`src/rtl/rst_seq.sv`:
```
// rtl/rst_seq.sv - staged reset sequencer: async assert, synchronized and stretched per-stage release
module rst_seq #(
    parameter int SYNC_STAGES = 2,
    parameter int HOLD_CYCLES = 16,
    parameter int STAGE_GAP   = 4,
    parameter int N_STAGES    = 3
) (
    input  logic                i_aclk,
    input  logic                i_rst,
    input  logic                i_sw_rst_req,
    output logic [N_STAGES-1:0] o_rst,
    output logic [N_STAGES-1:0] o_rst_n,
    output logic                o_ready,
    output logic                o_sw_rst_ack
);

    localparam int CMAX = (HOLD_CYCLES > STAGE_GAP) ? HOLD_CYCLES : STAGE_GAP;
    localparam int CW   = $clog2(CMAX + 1);
    localparam int IW   = (N_STAGES > 1) ? $clog2(N_STAGES) : 1;

    localparam logic [CW-1:0]          HOLD_LAST = CW'(HOLD_CYCLES - 1);
    localparam logic [CW-1:0]          GAP_LAST  = CW'(STAGE_GAP - 1);
    localparam logic [IW-1:0]          IDX_LAST  = IW'(N_STAGES - 1);
    localparam logic [N_STAGES-1:0]    STAGE_ONE = N_STAGES'(1);
    localparam logic [SYNC_STAGES-2:0] SYNC_ONE  = (SYNC_STAGES - 1)'(1);

    localparam logic [2:0] ST_RESET   = 3'd0;
    localparam logic [2:0] ST_HOLD    = 3'd1;
    localparam logic [2:0] ST_RELEASE = 3'd2;
    localparam logic [2:0] ST_RUN     = 3'd3;
    localparam logic [2:0] ST_SWHOLD  = 3'd4;

    // The RESET->HOLD transition acts as the last synchronizer flop, so the
    // explicit chain is one stage shorter than SYNC_STAGES.
    logic [SYNC_STAGES-2:0] sync_q;
    logic [2:0]             state;
    logic [CW-1:0]          cnt;
    logic [IW-1:0]          idx;
    logic [N_STAGES-1:0]    rst_q;
    logic                   ready_q;
    logic                   ack_q;
    logic                   req_q;
    logic                   req_prev;
    logic                   sw_seq;
    logic                   sw_edge;

    assign sw_edge = req_q & ~req_prev;

    always_ff @(posedge i_aclk or negedge i_rst) begin
        if (!i_rst) begin
            sync_q   <= '0;
            state    <= ST_RESET;
            cnt      <= '0;
            idx      <= '0;
            rst_q    <= '1;
            ready_q  <= 1'b0;
            ack_q    <= 1'b0;
            req_q    <= 1'b0;
            req_prev <= 1'b0;
            sw_seq   <= 1'b0;
        end else begin
            sync_q   <= (sync_q << 1) | SYNC_ONE;
            req_q    <= i_sw_rst_req;
            req_prev <= req_q;
            ack_q    <= 1'b0;
            case (state)
                ST_RESET: begin
                    cnt <= '0;
                    idx <= '0;
                    if (sync_q[SYNC_STAGES-2]) begin
                        state  <= ST_HOLD;
                        sw_seq <= 1'b0;
                    end
                end
                ST_HOLD, ST_SWHOLD: begin
                    if (cnt == HOLD_LAST) begin
                        cnt   <= '0;
                        rst_q <= rst_q & ~STAGE_ONE;
                        if (N_STAGES == 1) begin
                            state   <= ST_RUN;
                            ready_q <= 1'b1;
                            ack_q   <= sw_seq;
                        end else begin
                            state <= ST_RELEASE;
                            idx   <= IW'(1);
                        end
                    end else begin
                        cnt <= cnt + 1'b1;
                    end
                end
                ST_RELEASE: begin
                    if (cnt == GAP_LAST) begin
                        cnt   <= '0;
                        rst_q <= rst_q & ~(STAGE_ONE << idx);
                        if (idx == IDX_LAST) begin
                            state   <= ST_RUN;
                            idx     <= '0;
                            ready_q <= 1'b1;
                            ack_q   <= sw_seq;
                        end else begin
                            idx <= idx + 1'b1;
                        end
                    end else begin
                        cnt <= cnt + 1'b1;
                    end
                end
                ST_RUN: begin
                    cnt <= '0;
                    idx <= '0;
                    if (sw_edge) begin
                        state   <= ST_SWHOLD;
                        rst_q   <= '1;
                        ready_q <= 1'b0;
                        sw_seq  <= 1'b1;
                    end
                end
                default: begin
                    state   <= ST_RESET;
                    cnt     <= '0;
                    idx     <= '0;
                    rst_q   <= '1;
                    ready_q <= 1'b0;
                end
            endcase
        end
    end

    assign o_rst        = rst_q;
    assign o_rst_n      = ~rst_q;
    assign o_ready      = ready_q;
    assign o_sw_rst_ack = ack_q;

endmodule

```
`config.mk`:
```
export PLATFORM = sky130hd
export DESIGN_NAME = rst_seq
export DESIGN_NICKNAME = d
export VERILOG_FILES = /design/src/rtl/rst_seq.sv
export SDC_FILE = /design/constraint.sdc
export NUM_CORES = 1
export LEC_CHECK = 0
export ABC_AREA = 1
export CORE_MARGIN = 2
export CORE_UTILIZATION = 54
export DETAILED_ROUTE_END_ITERATION = 6
export GPL_TIMING_DRIVEN = 0
export PLACE_DENSITY = 0.77
export SYNTH_ARGS = -nofsm -noshare
export SYNTH_HDL_FRONTEND = slang
export SYNTH_SLANG_ARGS = --single-unit
```
`constraint.sdc`:
```
create_clock -name i_aclk -period 1.65 [get_ports i_aclk]
set_input_delay 0.33 -clock i_aclk [delete_from_list [all_inputs] [get_ports i_aclk]]
set_output_delay 0.33 -clock i_aclk [all_outputs]
set_load 0.03 [all_outputs]
```
Yosys cells after proc, flatten, opt, wreduce, memory -nomap -nowiden:

Index checks and enable logic that the tools add are counted.

* memories kept: 0
* bits in latches: 0
* bits in writable memories: 0
* ROM bits: 0
* word-level logic and storage cells: 71
* bits in registers: 19

* multiply operators: 0
* reductions and logical operators: 10
* div/mod/pow operators: 0
* bitwise logic cells: 8
* mux-type cells: 27
* $add $sub $neg: 2
* magnitude comparators: 0
* shifts and indexed selects: 1
* equal/unequal tests: 12

Operator list (count)
* case mux 3 bit (4 select lines): 2
* 2-to-1 mux 3 bit: 7
* AND reduction 4 bit: 3
* 2-to-1 mux 5 bit: 2
* inequality test 2 bit (second input constant): 5
* case mux 5 bit (2 select lines): 1
* 2-to-1 mux 1 bit: 9
* equality test 3 x 2 -> 1 bit (second input constant): 2
* 2-to-1 mux 2 bit: 3
* inverter 3 bit: 2
* adder 5 x 1 -> 5 bit (second input constant): 1
* equality test 5 x 2 -> 1 bit (second input constant): 1
* equality test 5 x 4 -> 1 bit (second input constant): 1
* AND reduction 5 bit: 1
* inverter 1 bit: 4
* case mux 2 bit (2 select lines): 1
* bitwise AND 3 bit: 1
* equality test 3 x 1 -> 1 bit (second input constant): 1
* equality test 3 bit (second input constant): 1
* logical NOT 3 bit: 1
* case mux 1 bit (3 select lines): 1
* AND reduction 3 bit: 1
* OR reduction 3 bit: 1
* left shift 1 x 2 -> 3 bit (first input constant): 1
* other kinds (7): 7

Longest topological paths before layout:

Gate-level depths: netlist (run 1).

* depth after elaboration: 5
* gate-level depth with buffers: 11
* mapped depth without buffers: 11

Least setup slack after synthesis (run 1):

No wires, ideal clock.

* path kind: register to register
* start: register cnt[0]
* end: register state[2]
* stages on the path, launching flop included: 12
* slack: 0.144 ns
* data required time: 1.532 ns
* clock period less this slack: 1.506 ns
* library setup time: 0.118 ns
* arrival: 1.388 ns
* path buffers: 0
* cell sequence: dfrtp_1 > ha_1 > inv_1 > nor3_1 > ha_1 > inv_1 > nand4_1 > nand2_4 > inv_6 > nand2_4 > nand2_1 > nand2_1

* cells in the longest elaborated chain, start to end: 3
* elaborated cells between the ends (all ways): 5
* those cells by class: eq/ne (4); reduce/logical (1)

Ends and longest elaborated chain
* start, declared: RTL line 37 `logic [CW-1:0] cnt;`
* start signal, assigned: RTL line 88 `cnt <= cnt + 1'b1;`
* start signal, assigned: RTL line 104 `cnt <= cnt + 1'b1;`
* equality test 5 x 2 -> 1 bit or equality test 5 x 4 -> 1 bit (tied branches): RTL line 92, 76
* inequality test 2 bit (no source line)
* AND reduction 5 bit (no source line) *
* end signal, assigned: RTL line 84 `state <= ST_RELEASE;`
* end signal, assigned: RTL line 96 `state <= ST_RUN;`
* end signal, assigned: RTL line 111 `state <= ST_SWHOLD;`
* end, declared: RTL line 36 `logic [2:0] state;`

Mark *: on every way between the ends. The rest lies on a longest branch, timed or not.
A chain may end at the register's enable or synchronous reset.

Final worst setup path (run 1):

* start: register rst_q[1] (netlist: o_rst[1])
* end: output port o_rst_n[1]

* cells in the longest elaborated chain, start to end: 1

Ends and longest elaborated chain
* start, declared: RTL line 39 `logic [N_STAGES-1:0] rst_q;`
* start signal, assigned: RTL line 78 `rst_q <= rst_q & ~STAGE_ONE;`
* start signal, assigned: RTL line 94 `rst_q <= rst_q & ~(STAGE_ONE << idx);`
* inverter 3 bit: RTL line 129 `assign o_rst_n = ~rst_q;`
* end, declared: RTL line 12 `output logic [N_STAGES-1:0] o_rst_n,`

Every way passes these cells.

==> results.md, run 1 <==
* Layout area overhead at 18.5%
* Final Cycle Share at 96.3%
* Reg area at 479 µm²
* Initial antenna violation count at 0
* Crit path cell chain: inv_1, dlygate4sd2_1
* Top cells by area, synth: dfrtp_1 (40%), nand2_1 (12%), dfstp_2 (7.8%), inv_1 (6.7%), nand3_1 (4.5%)
* Root cell of the clock tree: clkbuf_4
* Die area at ~2200 µm²
* Post-route cell area at 1190 µm²
* Nets@finish at 148
* Vias at 783
* Outcome: finished clean
* GPL Wtd Cong at 0.779
* # rows at 15
* Internal at around 1.1 mW
* Worst IR drop on VDD at 0.00102 V
* Detail Placement HPWL at 1330 µm
* Core box area at 1750 µm²
* Worst Tran Pin Value at 815 ps
* Routed wire length at 1830 µm
* Max transition margin at a little under half
* Crit-path slowest cell: dfstp_2
* Kind of critical path: reg2out
* Switch Pwr at approximately 1.1 mW
* Buf/Inv on CP at 2
* Non-Filler Instances at about 170
* CTS clk-pin slew, worst paths at 100 ps
* I/O pin cnt at 11
* CTS tree: yes
* Pleak at 0.618 nW
* Final core utilization at 68.5%
* Hold WC Path Type: reg2reg
* Post-synth top area cell: dfrtp_1
* Port Buffers at 10
* Largest net degree at the start of global routing at 20
* Clk_lat worst skew at 300 ps
* Fmax at 629 MHz
* First-pass GRT wire length at roughly 3100 µm
* Comb power frac at a little under three fifths
* CP endpoint kind: output port
* Crit-path leading delay family: flip-flops
* Final setup viols at 0
* Residual DRC at 0
* Clk_skew at 4.61 ps
* Mapped Area at 1010 µm²
* GRT Overall Usage at 20.9%
* FILL cells at 140
* Power per Cell Area at 1890 nW/µm²
* Chip Height at 47.2 µm
* CP peak stage delay at 560 ps
* Count of cell types in the netlist at 21
* Grt total ovfl at 0
* WP data arrival at 1260 ps
* Antenna Nets Post-Route at 0
* DP Area at around 1100 µm²
* Cell count after synthesis at 125
* Tot Pwr at 2.26 mW
* Avg Cell Area, Syn at 8.07 µm²
* Required @ worst endpoint at 1320 ps
* Num CTS Buffers at 3
* Fin crit period at 1590 ps
* Switching share of total power at 49.8%
* Layout cells sized above 1 at 18.4%
* Synthesized Nets at 131
* Final hold vios at 0
* Sequential area share after synthesis at a little under half
* Die W at 47.2 µm
* Initial cell density of the core at 57.8%
* Post-placement cell count at 160
* Fin Hold WS at 389 ps
* Synth top area share at 39.7%
* Final Max Tran Viols at 0
* Via density at 4.72
* Bufs on Longest Clock Path at 2
* Area of the multi-input gates at about 460 µm²
* Flop pwr share at 33.2%
* RSZ-0062 raised after global routing: no
* First-pass detailed-route iteration total at 4
* Initial DRC count at 7
* Diode count at 0
* Maxcap violations at 0
* Worst Setup Start Kind: flop
* Clock Sinks at 19
* #FFs+latches synth at 19
* Synth Warn # at 0
* H-tree depth at 1
* Clock Power Share at 10.3%
* CP Max Fanout at 3
* Vias in the first global route at 735
* WL per Instance at 11.0 µm
-- path summary, 6_finish.rpt --
check	cells past startpoint	from	end	slack (ps)
setup / recovery	2	o_rst[1]$_DFFE_PN1P_	o_rst_n[1]	60
hold / removal	0	req_q$_DFF_PN0_	req_prev$_DFF_PN0_	390
setup reg to reg	11	cnt[1]$_DFF_PN0_	state[2]$_DFFE_PN0P_	110
hold reg to reg	0	req_q$_DFF_PN0_	req_prev$_DFF_PN0_	390
max in group asynchronous	1	i_rst	o_ready$_DFFE_PN0P_	650
min in group asynchronous	1	i_rst	cnt[4]$_DFF_PN0_	490
-- power by group through the flow --
stage / logic (mW) / clock network, mW / registers [mW]
2_1_floorplan: 0.889 / 0 / 0.821
3_3_place_gp: 1.28 / 0 / 0.746
3_5_place_dp: 1.30 / 0 / 0.757
4_1_cts: 1.25 / 0.240 / 0.748
5_1_grt: 1.45 / 0.257 / 0.771
6_report: 1.28 / 0.233 / 0.751
-- cells in the mapped netlist --
cell / count
nand4_1: 1
nand2_2: 4
ha_1: 3
dfstp_2: 3
dfrtp_1: 16
inv_2: 2
o21ai_1: 3
xor2_1: 1
inv_6: 1
nand2_4: 3
xnor2_1: 1
nor2_4: 2
nand3_1: 9
nor2_1: 11
conb_1: 1
inv_1: 18
nand2_1: 33
o21ai_0: 7
nor3_2: 1
nor2_2: 3
nor3_1: 2
-- kinds of logic after synthesis --
| logic type | share of synthesized area (%) |
|---|---|
| fa+ha+maj | 3.72 |
| simple gates | 33.4 |
| compound gates | 4.96 |
| other cells | 0.372 |
| buf+inv | 8.31 |
| flops | 47.5 |
| xor+xnor | 1.74 |
-- repair_timing --
item                                    4_1_cts  5_1_grt
buffers inserted                              0        2
pin swaps                                     0        1
gates cloned                                  0        0
resized for setup                             8        4
hold buffers                                  0        0
endpoints found under the setup margin       10        8
-- state kept, by name, summed over array words and instances, names as in the netlist --
register / flops
idx: 2
req_prev: 1
o_ready: 1
o_rst: 3
sync_q: 1
cnt: 5
state: 3
o_sw_rst_ack: 1
sw_seq: 1
req_q: 1
-- cell type report --
| cell class | count | area share, % |
|---|---|---|
| sequential | 19 | 40.1 |
| multi-input combinational | 85 | 38.7 |
| timing repair buffer | 12 | 9.11 |
| inverter | 21 | 7.23 |
| tap | 25 | 2.62 |
| clock buffer | 4 | 2.20 |
-- per-layer routing --
metal,routed length [µm],global-route usage (%)
met1,905,28.8
met2,821,30.1
met3,59,4.62
met4,43,11.7
met5,0,0
-- cells in the final DEF, fill, tap and decap left out, types with 4 or more instances in the layout --
cell           instances
nand2_2                4
nand3_1                9
o21ai_0                7
dfrtp_1               16
nor2_1                11
nand2_1               33
inv_1                 18
dlygate4sd2_1          7
-- metrics by stage --
step	setup slack, ps	setup TNS, ps
final	60.9	0
after global routing	2.41	0
after floorplan	144	0
after CTS	17.6	0
after detailed placement	-41.3	-103
after global placement	25.9	0
(Power assumes the default switching activity.)
==> inputs of run 2 (changes only) <==
SKIP_LAST_GASP = 1   (was unset)
==> run 2 against run 1 <==
Effect of this change:
- flip-flop and latch count unchanged
- design area shrank 0.21%
- clock-buffer cell count stayed put
- global-route usage stayed put
- non-clock buffer count did not move
- final cell count did not move
- combinational power about the same
- worst hold slack about the same
- first-iteration DRC count is the same
- power decreased by 0.37%
==> results.md, run 2 (same netlist as run 1, synthesis figures left out) <==
* Final core utilization at 68.3% (was 68.5%)
* Clk_skew at 3.91 ps (was 4.61 ps)
* Crit path cell chain: dlygate4sd2_1 (was inv_1, dlygate4sd2_1)
* Top reg by flops: cnt (unchanged)
* Largest net degree at the start of global routing at 20 (unchanged)
* Crit-path slowest cell: dfstp_2 (unchanged)
* Final setup viols at 0 (unchanged)
* Hold Crit Start: req_q$_DFF_PN0_ (unchanged)
* Worst setup margin at 60.8 ps (was 60.9 ps)
* DP Area at 1140 µm² (unchanged)
* Port Buffers at 10 (unchanged)
* R2r startpoint: cnt[1]$_DFF_PN0_ (unchanged)
* Most frequent cells in the layout: nand2_1 (33), inv_1 (18), dfrtp_1 (16), nor2_1 (11), nand3_1 (9) (unchanged)
* # rows at 15 (unchanged)
* First-pass detailed-route iteration total at 4 (unchanged)
* GRT Overall Usage at 20.9% (unchanged)
* CP Max Fanout at 3 (unchanged)
* Num CTS Buffers at 3 (unchanged)
* Reg2reg path depth at 11 (unchanged)
* CTS clk-pin slew, worst paths at 100 ps (about the same)
* WP data arrival at 1260 ps (about the same)
* Max reg flops at 5 (unchanged)
* Clk_lat worst skew at 300 ps (about the same)
* Post-route cell area at 1190 µm² (about the same)
* Post-placement cell count at 160 (unchanged)
* Final Max Tran Viols at 0 (unchanged)
* Core box area at 1750 µm² (unchanged)
* CP peak stage delay at 560 ps (about the same)
* Layout area overhead at 18.2% (was 18.5%)
* Root cell of the clock tree: clkbuf_4 (unchanged)
* Initial antenna violation count at 0 (unchanged)
* Worst Tran Pin Value at 816 ps (was 815 ps)
* Die area at 2230 µm² (unchanged)
* Buf/Inv on CP at 1 (was 2)
* Final hold vios at 0 (unchanged)
* Fmax at 629 MHz (about the same)
* Pleak at 0.616 nW (was 0.618 nW)
* Clock Sinks at 19 (unchanged)
* GPL Wtd Cong at 0.779 (unchanged)
* Initial DRC count at 7 (unchanged)
* Via density at 4.72 (about the same)
* Vias at 784 (was 783)
* Fin crit period at 1590 ps (about the same)
* Place WS at -41.3 ps (unchanged)
* Antenna Nets Post-Route at 0 (unchanged)
* Nets@finish at 148 (unchanged)
* Crit-path leading delay family: flip-flops (unchanged)
* Residual DRC at 0 (unchanged)
* Diode count at 0 (unchanged)
* Initial cell density of the core at 57.8% (unchanged)
* Detail Placement HPWL at 1330 µm (unchanged)
* Non-Filler Instances at 166 (unchanged)
* Max transition margin at 45.4% (was 45.5%)
* First-pass GRT wire length at 3150 µm (unchanged)
* Maxcap violations at 0 (unchanged)
* Grt total ovfl at 0 (unchanged)
* H-tree depth at 1 (unchanged)
* Outcome: finished clean (unchanged)
* Routed wire length at 1840 µm (was 1830 µm)
* Most common cell after layout, fill and taps aside: nand2_1 (unchanged)
* Required @ worst endpoint at 1320 ps (about the same)
* Tot Pwr at 2.25 mW (was 2.26 mW)
* R2R setup slack at 100 ps (was 110 ps)
* Vias in the first global route at 735 (unchanged)
* Cells on Worst Hold Path at 0 (unchanged)
* Final Cycle Share at 96.3% (about the same)
* CP endpoint kind: output port (unchanged)
* Hold Path Sink: req_prev$_DFF_PN0_ (unchanged)
* Worst Setup Start Kind: flop (unchanged)
* Kind of critical path: reg2out (unchanged)
* Power per Cell Area at 1890 nW/µm² (about the same)
* WL per Instance at 11.1 µm (was 11.0 µm)
* RSZ-0062 raised after global routing: yes (was no)
* CTS tree: yes (unchanged)
* Layout cells sized above 1 at 18.4% (unchanged)
* Bufs on Longest Clock Path at 2 (unchanged)
* Worst IR drop on VDD at 0.00102 V (about the same)
* Reg-to-Reg End: state[2]$_DFFE_PN0P_ (unchanged)
* I/O pin cnt at 11 (unchanged)
* Die W at 47.2 µm (unchanged)
* Chip Height at 47.2 µm (unchanged)
* Hold WC Path Type: reg2reg (unchanged)
-- run 2: layout make-up --
| type | count | area (µm²) |
|---|---|---|
| multi-input combinational | 85 | 463 |
| clock buffer | 4 | 26.3 |
| timing repair buffer | 12 | 109 |
| inverter | 21 | 83.8 |
| tap | 25 | 31.3 |
| sequential | 19 | 479 |
| fill | 141 | 553 |
-- run 2: how the worst max path moves through the flow --
stage,startpoint,endpoint,slack (ps),depth (start not counted)
finish,o_rst[2]$_DFFE_PN1P_,o_rst[2],60,1
global route,cnt[1]$_DFF_PN0_,state[2]$_DFFE_PN0P_,-2,11
CTS,o_sw_rst_ack$_DFF_PN0_,o_sw_rst_ack,20,1
detailed placement,cnt[0]$_DFF_PN0_,state[2]$_DFFE_PN0P_,-40,11
global placement,cnt[0]$_DFF_PN0_,state[2]$_DFFE_PN0P_,30,11
floorplan,cnt[0]$_DFF_PN0_,state[2]$_DFFE_PN0P_,140,11
-- run 2: repair_timing --
item,CTS,global route
endpoints found under the hold margin,0,0
hold buffers,0,0
setup endpoints to repair,10,8
pin swaps,0,1
gates resized for setup,8,3
setup buffers,0,2
-- run 2: per-layer routing --
metal	wire length [µm]	vias to the layer above	GRT usage, %
li1	-	413	-
met1	905	354	28.8
met2	826	12	30.1
met3	59	5	4.62
met4	43	0	11.7
met5	0	-	0
-- run 2: power breakdown --
part | internal, mW | switching, mW | leakage [nW]
clock | 0.0944 | 0.139 | 0.0150
sequential | 0.632 | 0.119 | 0.239
combinational | 0.404 | 0.864 | 0.362
total | 1.13 | 1.12 | 0.616
-- run 2: metrics by stage --
step | hold WS (ps) | TNS (ps)
after global placement | 364 | 0
after CTS | 392 | 0
after global routing | 411 | -2.31
after floorplan | 34.4 | 0
after detailed placement | 368 | -103
final | 390 | 0
==> inputs of run 3 (changes only) <==
GPL_TIMING_DRIVEN = unset   (was 0)
==> run 3 against run 2 <==
Effect of this change:
- the flow now finishes with violations (setup timing)
- worst setup slack got worse by 86 ps
- register-to-register slack got worse by 120 ps
- non-clock buffer count increased by 3
- utilization increased by 3.0 points
- sequential share of layout area decreased by 1.7 points
- via count increased by 11%
- maximum frequency decreased by 5.1%
- critical path depth increased by 10
- die area unchanged
- design area increased by 4.4%
- combinational power increased by 14%
- critical endpoint is now state[0]$_DFFE_PN0P_
- largest cell class is now multi-input combinational cells
- highest routed layer unchanged
==> results.md, run 3 (same netlist as run 1, synthesis figures left out) <==
* Fin crit period at 1670 ps (was 1590 ps)
* Chip Height at 47.2 µm (unchanged)
* Detail Placement HPWL at 1410 µm (was 1330 µm)
* Port Buffers at 10 (unchanged)
* Hold WC Path Type: in2async (was reg2reg)
* Switch Pwr at 1.23 mW (was 1.12 mW)
* R2R setup slack at -20 ps (was 100 ps)
* # rows at 15 (unchanged)
* Vias in the first global route at 761 (was 735)
* Crit-path slowest cell: dfrtp_1 (was dfstp_2)
* I/O pin cnt at 11 (unchanged)
* CTS tree: yes (unchanged)
* Internal at 1.22 mW (was 1.13 mW)
* DP Area at 1150 µm² (was 1140 µm²)
* Reg-to-Reg End: state[0]$_DFFE_PN0P_ (was state[2]$_DFFE_PN0P_)
* Largest net degree at the start of global routing at 20 (unchanged)
* Bufs on Longest Clock Path at 2 (unchanged)
* Kind of critical path: reg2reg (was reg2out)
* Top reg by flops: cnt (unchanged)
* Crit path cell chain: ha_4, inv_4, nor3_4, ha_2, inv_2, nand4_1, nand2_4, inv_8, nand2_4, nand2_2, nand2_2 (was dlygate4sd2_1)
* Vias at 874 (was 784)
* Reg2reg path depth at 11 (unchanged)
* Diode count at 0 (unchanged)
* Tot Pwr at 2.44 mW (was 2.25 mW)
* Initial DRC count at 18 (was 7)
* Final Max Tran Viols at 0 (unchanged)
* First-pass detailed-route iteration total at 4 (unchanged)
* Most frequent cells in the layout: nand2_1 (29), inv_1 (16), dfrtp_1 (16), nor2_1 (11), nand3_1 (9) (was nand2_1 (33), inv_1 (18), dfrtp_1 (16), nor2_1 (11), nand3_1 (9))
* Num CTS Buffers at 3 (unchanged)
* Core box area at 1750 µm² (unchanged)
* Via density at 5.14 (was 4.72)
* WL per Instance at 12.2 µm (was 11.1 µm)
* Total Negative Setup Slacks at -92.7 ps (was 0 ps)
* Maxcap violations at 0 (unchanged)
* Final setup viols at 5 (was 0)
* CP Max Fanout at 5 (was 3)
* Initial antenna violation count at 0 (unchanged)
* Post-route cell area at 1240 µm² (was 1190 µm²)
* Final hold vios at 0 (unchanged)
* Worst Setup Start Kind: flop (unchanged)
* Comb power frac at 59.2% (was 56.3%)
* Die W at 47.2 µm (unchanged)
* Most common cell after layout, fill and taps aside: nand2_1 (unchanged)
* Clock Power Share at 9.9% (was 10.4%)
* Flop pwr share at 30.9% (was 33.3%)
* Required @ worst endpoint at 1860 ps (was 1320 ps)
* # hold bufs at CTS at 0 (unchanged)
* First-pass GRT wire length at 3250 µm (was 3150 µm)
* Layout area overhead at 23.4% (was 18.2%)
* Final core utilization at 71.3% (was 68.3%)
* Crit-path leading delay family: simple AND/OR/NAND/NOR gates (was flip-flops)
* Buf/Inv on CP at 3 (was 1)
* Clock Sinks at 19 (unchanged)
* Fmax at 597 MHz (was 629 MHz)
* Clk_skew at 3.90 ps (was 3.91 ps)
* GPL Wtd Cong at 0.827 (was 0.779)
* GRT Overall Usage at 21.2% (was 20.9%)
* Failing checks: setup timing
* CP peak stage delay at 430 ps (was 560 ps)
* Nets@finish at 152 (was 148)
* Residual DRC at 0 (unchanged)
* RSZ-0062 raised after global routing: yes (unchanged)
* Worst IR drop on VDD at 0.00112 V (was 0.00102 V)
* Clk_lat worst skew at 310 ps (was 300 ps)
* Max reg flops at 5 (unchanged)
* Pleak at 0.652 nW (was 0.616 nW)
* R2r startpoint: cnt[0]$_DFF_PN0_ (was cnt[1]$_DFF_PN0_)
* Grt total ovfl at 0 (unchanged)
* Initial cell density of the core at 57.8% (unchanged)
* Die area at 2230 µm² (unchanged)
* H-tree depth at 1 (unchanged)
* CP endpoint kind: flop (was output port)
* Final Cycle Share at 102% (was 96.3%)
* Root cell of the clock tree: clkbuf_4 (unchanged)
* Antenna Nets Post-Route at 0 (unchanged)
* Power per Cell Area at 1960 nW/µm² (was 1890 nW/µm²)
* Worst setup margin at -24.8 ps (was 60.8 ps)
* Routed wire length at 2070 µm (was 1840 µm)
* WP data arrival at 1890 ps (was 1260 ps)
* Layout cells sized above 1 at 25.5% (was 18.4%)
* CTS clk-pin slew, worst paths at 110 ps (was 100 ps)
* Switching share of total power at 50.2% (was 49.8%)
* Place WS at -61.2 ps (was -41.3 ps)
* Outcome: finished, violations left (was finished clean)
-- run 3: changes by cell type in the layout (fill, tap and decap cells not counted) --
cell | before | now
inv_2 | 2 | 3
inv_8 | 0 | 1
nand2_1 | 33 | 29
nor3_2 | 2 | 1
ha_2 | 0 | 1
nor3_4 | 0 | 1
ha_1 | 2 | 1
inv_1 | 18 | 16
nand2_2 | 4 | 8
buf_4 | 2 | 5
inv_6 | 1 | 0
inv_4 | 0 | 2
-- run 3: per-stage QoR --
step	hold slack, ps	std cells
2_1_floorplan	34.4	125
3_3_place_gp	362	161
3_5_place_dp	369	161
4_1_cts	355	165
5_1_grt	384	170
6_report	342	170
-- run 3: repair_timing --
action / 4_1_cts / 5_1_grt
pin swaps: 0 / 4
endpoints found under the setup margin: 13 / 8
buffers inserted: 0 / 4
cloned: 0 / 1
resized for setup: 9 / 12
endpoints found under the hold margin: 0 / 0
-- run 3: power by group through the flow --
stage | clock network [mW] | registers, mW | logic, mW
finish | 0.243 | 0.754 | 1.45
global route | 0.260 | 0.772 | 1.60
CTS | 0.245 | 0.742 | 1.26
detailed placement | 0 | 0.751 | 1.31
global placement | 0 | 0.747 | 1.28
floorplan | 0 | 0.821 | 0.889
-- run 3: routing by layer --
layer,vias up,GRT usage (%),routed length (µm)
li1,426,-,-
met2,29,31.2,989
met3,7,5.38,111
met4,0,11.7,48
met1,412,28.6,925
met5,-,0,0
-- run 3: worst max path at each step --
stage	startpoint	end	slack, ps	cells after the start
after floorplan	cnt[0]$_DFF_PN0_	state[2]$_DFFE_PN0P_	140	11
after global placement	cnt[0]$_DFF_PN0_	state[2]$_DFFE_PN0P_	70	11
after detailed placement	cnt[0]$_DFF_PN0_	state[2]$_DFFE_PN0P_	-60	11
after CTS	cnt[0]$_DFF_PN0_	state[2]$_DFFE_PN0P_	7	11
after global routing	cnt[0]$_DFF_PN0_	state[2]$_DFFE_PN0P_	-110	11
final	cnt[0]$_DFF_PN0_	state[0]$_DFFE_PN0P_	-20	11
-- run 3: area by class of cell --
cell class | instances | area, µm²
Clock buffer | 4 | 26.3
Fill cell | 129 | 500
Inverter | 21 | 88.8
Multi-Input combinational cell | 85 | 482
Sequential cell | 19 | 479
Tap cell | 25 | 31.3
Timing Repair Buffer | 15 | 131
Timing Repair inverter | 1 | 6.26
